==> config.mk <==
export PLATFORM = sky130hd
export DESIGN_NAME = mapper_mem_sequencer
export DESIGN_NICKNAME = d
export VERILOG_FILES = /design/src/rtl/mapper_mem_sequencer.sv
export SDC_FILE = /design/constraint.sdc
export NUM_CORES = 1
export LEC_CHECK = 0
export CAP_MARGIN = 20
export CORE_MARGIN = 2
export CORE_UTILIZATION = 33
export DETAILED_ROUTE_END_ITERATION = 10
export HOLD_SLACK_MARGIN = 0.06
export SETUP_SLACK_MARGIN = 0.5
export SYNTH_ARGS = -nofsm -noshare
export SYNTH_HDL_FRONTEND = slang
export SYNTH_SLANG_ARGS = --single-unit
==> constraint.sdc <==
create_clock -name clk_sys -period 1.95 [get_ports clk_sys]
set_input_delay 0.195 -clock clk_sys [delete_from_list [all_inputs] [get_ports clk_sys]]
set_output_delay 0.195 -clock clk_sys [all_outputs]
set_load 0.02 [all_outputs]
==> src/rtl/mapper_mem_sequencer.sv <==
// mapper_mem_sequencer: turns mapper read strobes into SDRAM req/ack reads with a one-entry cache and timeout
module mapper_mem_sequencer #(
    parameter int ADDR_W   = 27,
    parameter int TIMEOUT  = 255,
    parameter int CACHE_EN = 1
) (
    input  logic              clk_sys,
    input  logic              reset_n,
    input  logic              ram_cs,
    input  logic [ADDR_W-1:0] addr,
    input  logic              invalidate,
    output logic              cpu_wait,
    output logic [7:0]        cpu_data,
    output logic              mem_req,
    output logic [ADDR_W-1:0] mem_addr,
    input  logic              mem_ack,
    input  logic [7:0]        mem_rdata,
    output logic              timeout_err
);
    typedef enum logic [1:0] {IDLE, ISSUE, DONE} state_t;

    state_t            state_q, state_d;
    logic              ram_cs_q, ram_cs_d;
    logic              mem_req_q, mem_req_d;
    logic [ADDR_W-1:0] mem_addr_q, mem_addr_d;
    logic [7:0]        cpu_data_q, cpu_data_d;
    logic              timeout_err_q, timeout_err_d;
    logic              cache_valid_q, cache_valid_d;
    logic [ADDR_W-1:0] cache_addr_q, cache_addr_d;
    logic [7:0]        cache_data_q, cache_data_d;
    logic [7:0]        cnt_q, cnt_d;
    logic              start, hit;

    always_comb begin
        start         = ram_cs & ~ram_cs_q;
        hit           = (CACHE_EN != 0) & cache_valid_q & (addr == cache_addr_q) & ~invalidate;
        state_d       = state_q;
        ram_cs_d      = ram_cs;
        mem_req_d     = mem_req_q;
        mem_addr_d    = mem_addr_q;
        cpu_data_d    = cpu_data_q;
        timeout_err_d = 1'b0;
        cache_valid_d = cache_valid_q;
        cache_addr_d  = cache_addr_q;
        cache_data_d  = cache_data_q;
        cnt_d         = cnt_q;
        case (state_q)
            IDLE: begin
                if (start && hit) begin
                    cpu_data_d = cache_data_q;
                    state_d    = DONE;
                end else if (start) begin
                    mem_addr_d = addr;
                    mem_req_d  = 1'b1;
                    cnt_d      = 8'd0;
                    state_d    = ISSUE;
                end
            end
            ISSUE: begin
                cnt_d = cnt_q + 8'd1;
                // ack wins over a timeout landing in the same cycle
                if (mem_ack) begin
                    cpu_data_d    = mem_rdata;
                    mem_req_d     = 1'b0;
                    cache_addr_d  = mem_addr_q;
                    cache_data_d  = mem_rdata;
                    cache_valid_d = 1'b1;
                    state_d       = ram_cs ? DONE : IDLE;
                end else if (cnt_q == 8'(TIMEOUT - 1)) begin
                    mem_req_d     = 1'b0;
                    cpu_data_d    = 8'hFF;
                    timeout_err_d = 1'b1;
                    state_d       = ram_cs ? DONE : IDLE;
                end
            end
            DONE:    state_d = ram_cs ? DONE : IDLE;
            default: state_d = IDLE;
        endcase
        if (invalidate) cache_valid_d = 1'b0;
    end

    always_ff @(posedge clk_sys) begin
        if (!reset_n) begin
            state_q       <= IDLE;
            ram_cs_q      <= 1'b0;
            mem_req_q     <= 1'b0;
            mem_addr_q    <= '0;
            cpu_data_q    <= 8'hFF;
            timeout_err_q <= 1'b0;
            cache_valid_q <= 1'b0;
            cache_addr_q  <= '0;
            cache_data_q  <= 8'h00;
            cnt_q         <= 8'd0;
        end else begin
            state_q       <= state_d;
            ram_cs_q      <= ram_cs_d;
            mem_req_q     <= mem_req_d;
            mem_addr_q    <= mem_addr_d;
            cpu_data_q    <= cpu_data_d;
            timeout_err_q <= timeout_err_d;
            cache_valid_q <= cache_valid_d;
            cache_addr_q  <= cache_addr_d;
            cache_data_q  <= cache_data_d;
            cnt_q         <= cnt_d;
        end
    end

    assign cpu_wait    = (state_q == ISSUE) | ((state_q == IDLE) & start & ~hit);
    assign cpu_data    = cpu_data_q;
    assign mem_req     = mem_req_q;
    assign mem_addr    = mem_addr_q;
    assign timeout_err = timeout_err_q;
endmodule

Word level (Yosys, flattened, before mapping) --
Cells that the tools add are included.
Cells by class: equality and inequality tests 9, add/subtract/negate cells 1, bitwise operators 12, reduce and logical (&&, ||, !) cells 11, muxes and demuxes 19
Operator list (number):
- 8-bit two-way mux | 5
- 8-bit one-hot mux with 2 select lines | 2
- 27-bit equality test | 1
- 2-bit two-way mux | 5
- 3-bit AND reduction | 3
- 8-bit by 1-bit adder with 8-bit output, second input constant | 1
- 8-bit equality test, second input constant | 1
- 2-bit != test, second input constant | 3
- 3-bit != test, second input constant | 2
- 1-bit NOT | 6
- 2-bit one-hot mux with 3 select lines | 1
- 1-bit AND | 5
- 1-bit two-way mux | 5
- 2-bit AND reduction | 2
- 4-bit AND reduction | 1
- 3-bit OR reduction | 1
- 2-bit by 1-bit equality test with 1-bit output, second input constant | 1
- 2-bit equality test, second input constant | 1
- 2-bit zero test | 1
- 1-bit one-hot mux with 2 select lines | 1
- 2-bit nonzero test | 1
- 2-bit OR reduction | 1
- 1-bit logical AND | 1
- 1-bit bitwise OR | 1
Storage, ports and cells: output and inout bits 38, flip-flop bits (word level) 84, word-level logic and storage cells 62, input port bits 40

Logic depth before layout (Yosys ltp) --
Gate-level depths: netlist (run 1).
depth in word-level cells 6, mapped depth 9

Least setup slack after synthesis (run 1) --
OpenSTA, ideal clock, no wires.
kind register to register, from reg cache_addr_q[25], to reg cnt_q[5], buffers on the path 0, setup slack 175 ps, data arrival time 1659 ps, cell stages (with the launch flop) 7, library setup time 116 ps, data required time 1834 ps, path through dfxtp_1 > xnor2_1 > nand4_1 > or4_4 > o21ai_4 > nor2b_2 > a41o_1
On the way: cells in the longest elaborated chain, start to end 6
Ends and longest elaborated chain:
- start, declared | line 29 | logic [ADDR_W-1:0] cache_addr_q, cache_addr_d;
- start signal, assigned | line 102 | cache_addr_q <= cache_addr_d;
- 27-bit equality test | line 36 | hit = (CACHE_EN != 0) & cache_valid_q & (addr == cache_addr_q) & ~invalidate;
- 1-bit AND (2 in a row) | line 36
- 1-bit logical AND | line 49 | if (start && hit) begin
- 2-bit != test (no line)
- 3-bit AND reduction (no line)
- end signal, assigned | line 104 | cnt_q <= cnt_d;
- end, declared | line 31 | logic [7:0] cnt_q, cnt_d;
No other way between the ends. A chain may end at the register's enable or synchronous reset.

Worst setup path in the final report (run 1) --
from in addr[11], to reg cnt_q[4]
On the way: cells in the longest elaborated chain, start to end 6
Ends and longest elaborated chain:
- start, declared | line 10 | input logic [ADDR_W-1:0] addr,
- 27-bit equality test | line 36
- 1-bit AND (2 in a row) | line 36
- 1-bit logical AND | line 49
- 2-bit != test (no line)
- 3-bit AND reduction (no line)
No other way between the ends.

==> out/results.ini, run 1 <==
[outcome]
outcome=finished, violations left
violations=negative setup slack

[grt]
grt_max_degree=57
grt_usage=0.187
overflow=0
grt_use_met1=0.231
grt.busiest_layer=met2
grt_use_met3=0.0417
grt_pass1_wl_mm=17.5
grt_antenna_before_repair=0
grt_use_met2=0.323
grt_pass1_vias=3529

[min_path]
min-delay-start=addr[26]
hold_path.class=in2reg

[synth]
synthTopCellsByCount=nand2_1, dfxtp_1, o21ai_0
avgSynthCellArea_um2=8.38
ys_seq_elements=84
synth_top_area_share=0.451
synthTopCellsByArea=dfxtp_1, nand2_1, a21boi_0, o21ai_0, nand3_1
synth_area_um2=3730
yosysWarnings=0
synth_ff_type=dfxtp_1
yosysSeqAreaShare=0.451
synth_cells=445
synth_edf_count=0
synth-async-reset-ratio=0
synth_most_common_cell=nand2_1
ys_types=47
synth_area_leader_cell=dfxtp_1
synth_nets=490

[cts]
cts_root_buf=clkbuf_16
cts_made_buffers=9
hold_buffers=0
clk_pin_slew_ns=0.06
cts_sinks=84
cts_max_level=3
clock_latency_ns=0.33
clk_path_buf_depth=2
cts_tree=done

[power_and_ir_drop]
p_leak_uw=0.00283
powerDensity_nw_per_um2=1170
peakVddDrop_v=0.000612

[floorplanning]
start_util=0.341
die-area_um2=12200
die_w_um=110
rows=38
io_pins=78
core_um2=10900
die_h_um=110

[detailed_routing]
first_pass_iters=4
via_per_inst=5.16
drt_iter0_drc=190
vias=3713
post-route-drc-count=0
routedWlPerCell_um=17.3
ant_nets=0
totalWireLength_mm=12.4

[sta]
setup_viol=27
final.setup.worst_slack_ns=-0.238
tightest_slew_ns=0.562
fin_setup_tns_ns=-2.62
fin_crit_sh=1.12
slew_violations=0
relSlewSlack=0.625
finalHoldViolations=0
fin_crit_ns=2.19
skew_ns=0.0102
grt_setup_unrepaired=yes
clock.fmax_ghz=0.457

[place]
numPortBuffers=77
gp_congestion=0.821
place_inst=663
hpwl_mm=6.71

[setup_path]
r2r_cells=10
worstReg2RegEnd=cnt_q[4]
timing.rr.start=cache_addr_q[6]
crit_path_end_kind=flop
worstPathRequired_ns=2.17
cp-startpoint=addr[11]
crit_end=cnt_q[4]
r2r_setup_slack_ns=-0.20
cp_max_fo=4
critPathKind=in2reg
worstPathArrival_ns=2.41
start_kind=primary input

[flow_run]
drv_cap=0

[layout]
drive_gt1_frac=0.409
area_growth_syn_to_layout_pct=74.0
nNetsFinal=619
layout.cells.non_filler=719
diodes=0

==> timing repair <==
action	4_1_cts	5_1_grt
pin swaps	35	61
resized for setup	173	143
hold endpoints to repair	0	0
endpoints found under the setup margin	118	84
setup buffers	15	8
cloned	8	9
==> worst max-delay path: stages <==
cell and delay, ns:
clkdlybuf4s50_1 0.48, xnor2_1 0.25, nand4_1 0.19, buf_4 0.18, buf_6 0.10, or4_4 0.43
o21ai_4 0.22, buf_4 0.15, nor2_2 0.03, o22a_1 0.18
==> kinds of logic after synthesis <==
group,share of synthesized area
AND/OR/NAND/NOR,0.225
XOR/XNOR,0.0634
buffers and inverters,0.0399
AO/OA/AOI/OAI,0.204
flip-flops,0.451
adder cells (fa/ha/maj),0.0168
==> sequential cells by signal, indices dropped and copies added (netlist names), 2 cells and up <==
register / flops
cache_data_q: 8
cnt_q: 8
cpu_data: 8
state_q: 2
mem_addr: 27
cache_addr_q: 27
==> stage by stage <==
| stage | power [uW] | hold WS (ns) | util | setup slack, ns | cell area [um^2] |
|---|---|---|---|---|---|
| 2_1_floorplan | 3440 | 0.271 | - | 0.227 | 3830 |
| 3_3_place_gp | 4290 | 0.446 | 0.445 | -0.654 | 4860 |
| 3_5_place_dp | 4330 | 0.453 | 0.445 | -0.648 | 4860 |
| 4_1_cts | 6970 | 0.170 | 0.528 | -0.215 | 5780 |
| 5_1_grt | 7970 | 0.176 | 0.593 | -0.272 | 6480 |
| 6_report | 7610 | 0.162 | 0.593 | -0.238 | 6480 |
==> metal layers <==
metal  up-vias  wire length (um)
li1       1813                 -
met1      1785              5410
met2        96              6290
met3        19               552
met4         0               198
met5         -                 0
==> area by class of cell <==
class,instances,area [um^2]
Fill cell,942,4450
Timing Repair Buffer,145,1660
Timing Repair inverter,1,5.00
Inverter,7,30.0
Multi-Input combinational cell,326,2590
Sequential cell,84,1700
Tap cell,140,175
Clock inverter,5,85.1
Clock buffer,11,243
==> where the power goes <==
group | switching [uW] | internal (uW)
clock | 708 | 1160
sequential | 212 | 1970
combinational | 1830 | 1720
==> how the worst min path moves through the flow <==
stage                  endpoint  slack, ns  cells past startpoint
2_1_floorplan     cache_valid_q       0.27                      1
4_1_cts        cache_addr_q[12]       0.17                      2
6_report           mem_addr[26]       0.16                      3
5_1_grt            mem_addr[10]       0.18                      3
3_3_place_gp    cache_data_q[2]       0.45                      2
3_5_place_dp    cache_data_q[1]       0.45                      2
==> cells in the final DEF, fill, tap and decap left out, types with 3 or more instances in the layout <==
master / instances
buf_16: 5
nor2_4: 3
nand2_2: 19
xor2_1: 8
ha_1: 4
dfxtp_2: 14
a21boi_2: 11
nand3_2: 18
buf_6: 17
dlymetal6s2s_1: 15
dfxtp_1: 70
o21ai_0: 10
o21ai_1: 17
or3_1: 8
inv_1: 3
o21ai_2: 17
xnor2_2: 14
dlygate4sd2_1: 39
buf_8: 3
nand2_4: 17
o311ai_1: 6
nand3_1: 12
clkbuf_16: 16
nand4_1: 13
buf_12: 7
clkdlybuf4s50_1: 21
nand2_1: 66
xor2_2: 4
a21o_1: 5
buf_4: 30
a21boi_1: 24
(Power assumes the default switching activity.)
==> run 2: changes to the inputs <==
- CELL_PAD_IN_SITES_DETAIL_PLACEMENT: default -> 1
- CELL_PAD_IN_SITES_GLOBAL_PLACEMENT: default -> 1
- CORE_MARGIN: 2 -> default
- PLACE_DENSITY_LB_ADDON: default -> 0.1
==> run 2 against run 1 <==
Effect of this change: the flow still finishes with violations (negative setup slack); hold slack better by 0.026 ns; sequential cell count stayed put; sequential power barely moved; setup slack lost 0.085 ns; critical path depth unchanged; via count grew 2.8%; register-to-register slack lost 0.06 ns; cell count rose by 1.5%; sequential share of layout area down 0.37 points; critical endpoint is now cnt_q[3]; largest cell class unchanged; highest routed layer unchanged.
==> out/results.ini, run 2 (same netlist as run 1, synthesis figures left out) <==
[outcome]
outcome=finished, violations left
violations=negative setup slack

[sta]
slew_violations=0
clock.fmax_ghz=0.440
finalHoldViolations=0
setup_viol=38
fin_crit_sh=1.17
grt_setup_unrepaired=yes
final.setup.worst_slack_ns=-0.324
skew_ns=0.00622
fin_crit_ns=2.27
fin_setup_tns_ns=-3.10
relSlewSlack=0.535
tightest_slew_ns=0.698

[power_and_ir_drop]
powerDensity_nw_per_um2=1200
combPwrFrac=0.484
p_seq_frac=0.277
peakVddDrop_v=0.000723
switching_power_uw=2920
swShare=0.370
p_leak_uw=0.00275
clkPwrFrac=0.238
internal_power_uw=4970

[cts]
cts_max_level=3
cts_root_buf=clkbuf_16
hold_buffers=0
clock_latency_ns=0.35
clk_path_buf_depth=2
clk_pin_slew_ns=0.06
cts_tree=done
cts_made_buffers=9
cts_sinks=84

[floorplanning]
io_pins=78
die_h_um=108
rows=38
core_um2=10900
start_util=0.341
die-area_um2=11700
die_w_um=108

[detailed_routing]
post-route-drc-count=0
vias=3818
routedWlPerCell_um=19.4
met1Wirelength_mm=5.83
ant_nets=0
met3_wirelength_um=534
routed.top_layer=met4
totalWireLength_mm=14.1
met2WireLength_mm=7.32
first_pass_iters=4
via_per_inst=5.23
drt_iter0_drc=125

[min_path]
hold_path.class=in2reg
min-delay-start=addr[3]

[layout]
layout.cells.non_filler=730
fillers=1163
mostFrequentLayoutCell=dfxtp_1
fin_util=0.601
area_growth_syn_to_layout_pct=76.3
diodes=0
finalInstanceArea_um2=6570
final_cell_mix=dfxtp_1, nand2_1, dlygate4sd2_1
drive_gt1_frac=0.441
nNetsFinal=630

[setup_path]
critPathKind=in2reg
worstPathRequired_ns=2.20
cp_max_fo=7
timing.rr.start=cache_addr_q[25]
worstPathArrival_ns=2.52
cp-startpoint=addr[11]
start_kind=primary input
crit_path_end_kind=flop

[grt]
overflow=0
grt_pass1_vias=4053
grt_pass1_wl_mm=21.4
grt_antenna_before_repair=0
grt_usage=0.245
grt_max_degree=62

[place]
place_inst=665
numPortBuffers=77
gp_congestion=0.760
hpwl_mm=7.22
postPlaceCellArea_um2=4890

[flow_run]
drv_cap=0

run 2: what timing repair did:
action                     in CTS  in global routing
hold endpoints to repair        0                  0
gates cloned                    9                  1
pin swaps                      35                 43
resized for setup             256                 72
setup buffers                  26                 13
setup endpoints to repair     120                 84
run 2: stage by stage:
stage / setup WS, ns / hold slack, ns / total power, uW
after floorplan: 0.227 / 0.271 / 3440
after global placement: -0.695 / 0.447 / 4350
after detailed placement: -0.672 / 0.455 / 4410
after CTS: -0.220 / 0.264 / 7430
after global routing: -0.383 / 0.204 / 8240
final: -0.324 / 0.187 / 7880
run 2: area by class of cell:
type	count	area (um^2)	share of cell area
repair buffers	158	1710	0.259
multi-input cells	325	2650	0.403
clock inverters	5	75.1	0.0114
clock buffers	11	243	0.0369
inverters	7	30.0	0.00457
well taps	140	175	0.0267
flip-flops and latches	84	1700	0.258
run 2: worst max-delay path: stages:
cell	delay [ns]
clkdlybuf4s50_1	0.50
xnor2_2	0.24
nand4_1	0.17
buf_4	0.18
buf_6	0.10
buf_6	0.10
or4_4	0.44
o21ai_4	0.29
nor2b_2	0.09
o22a_2	0.22
run 2: power groups by stage:
stage               Sequential, uW  Clock [uW]  Combinational (uW)
floorplan                     2360           0                1090
CTS                           2150        1920                3360
global placement              2140           0                2210
detailed placement            2150           0                2250
finish                        2180        1880                3820
global route                  2210        1980                4050
run 2: final timing paths:
path	cells past startpoint	to	slack, ns
max	10	cnt_q[3]	-0.32
min reg2reg	2	cache_data_q[1]	0.47
min	3	mem_addr[3]	0.19
max reg2reg	9	cnt_q[3]	-0.26
run 2: layer usage:
metal  vias to the layer above  GRT usage
met5                         -          0
met1                      1876      0.279
met4                         0     0.0994
li1                       1830          -
met2                        85      0.442
met3                        27     0.0555
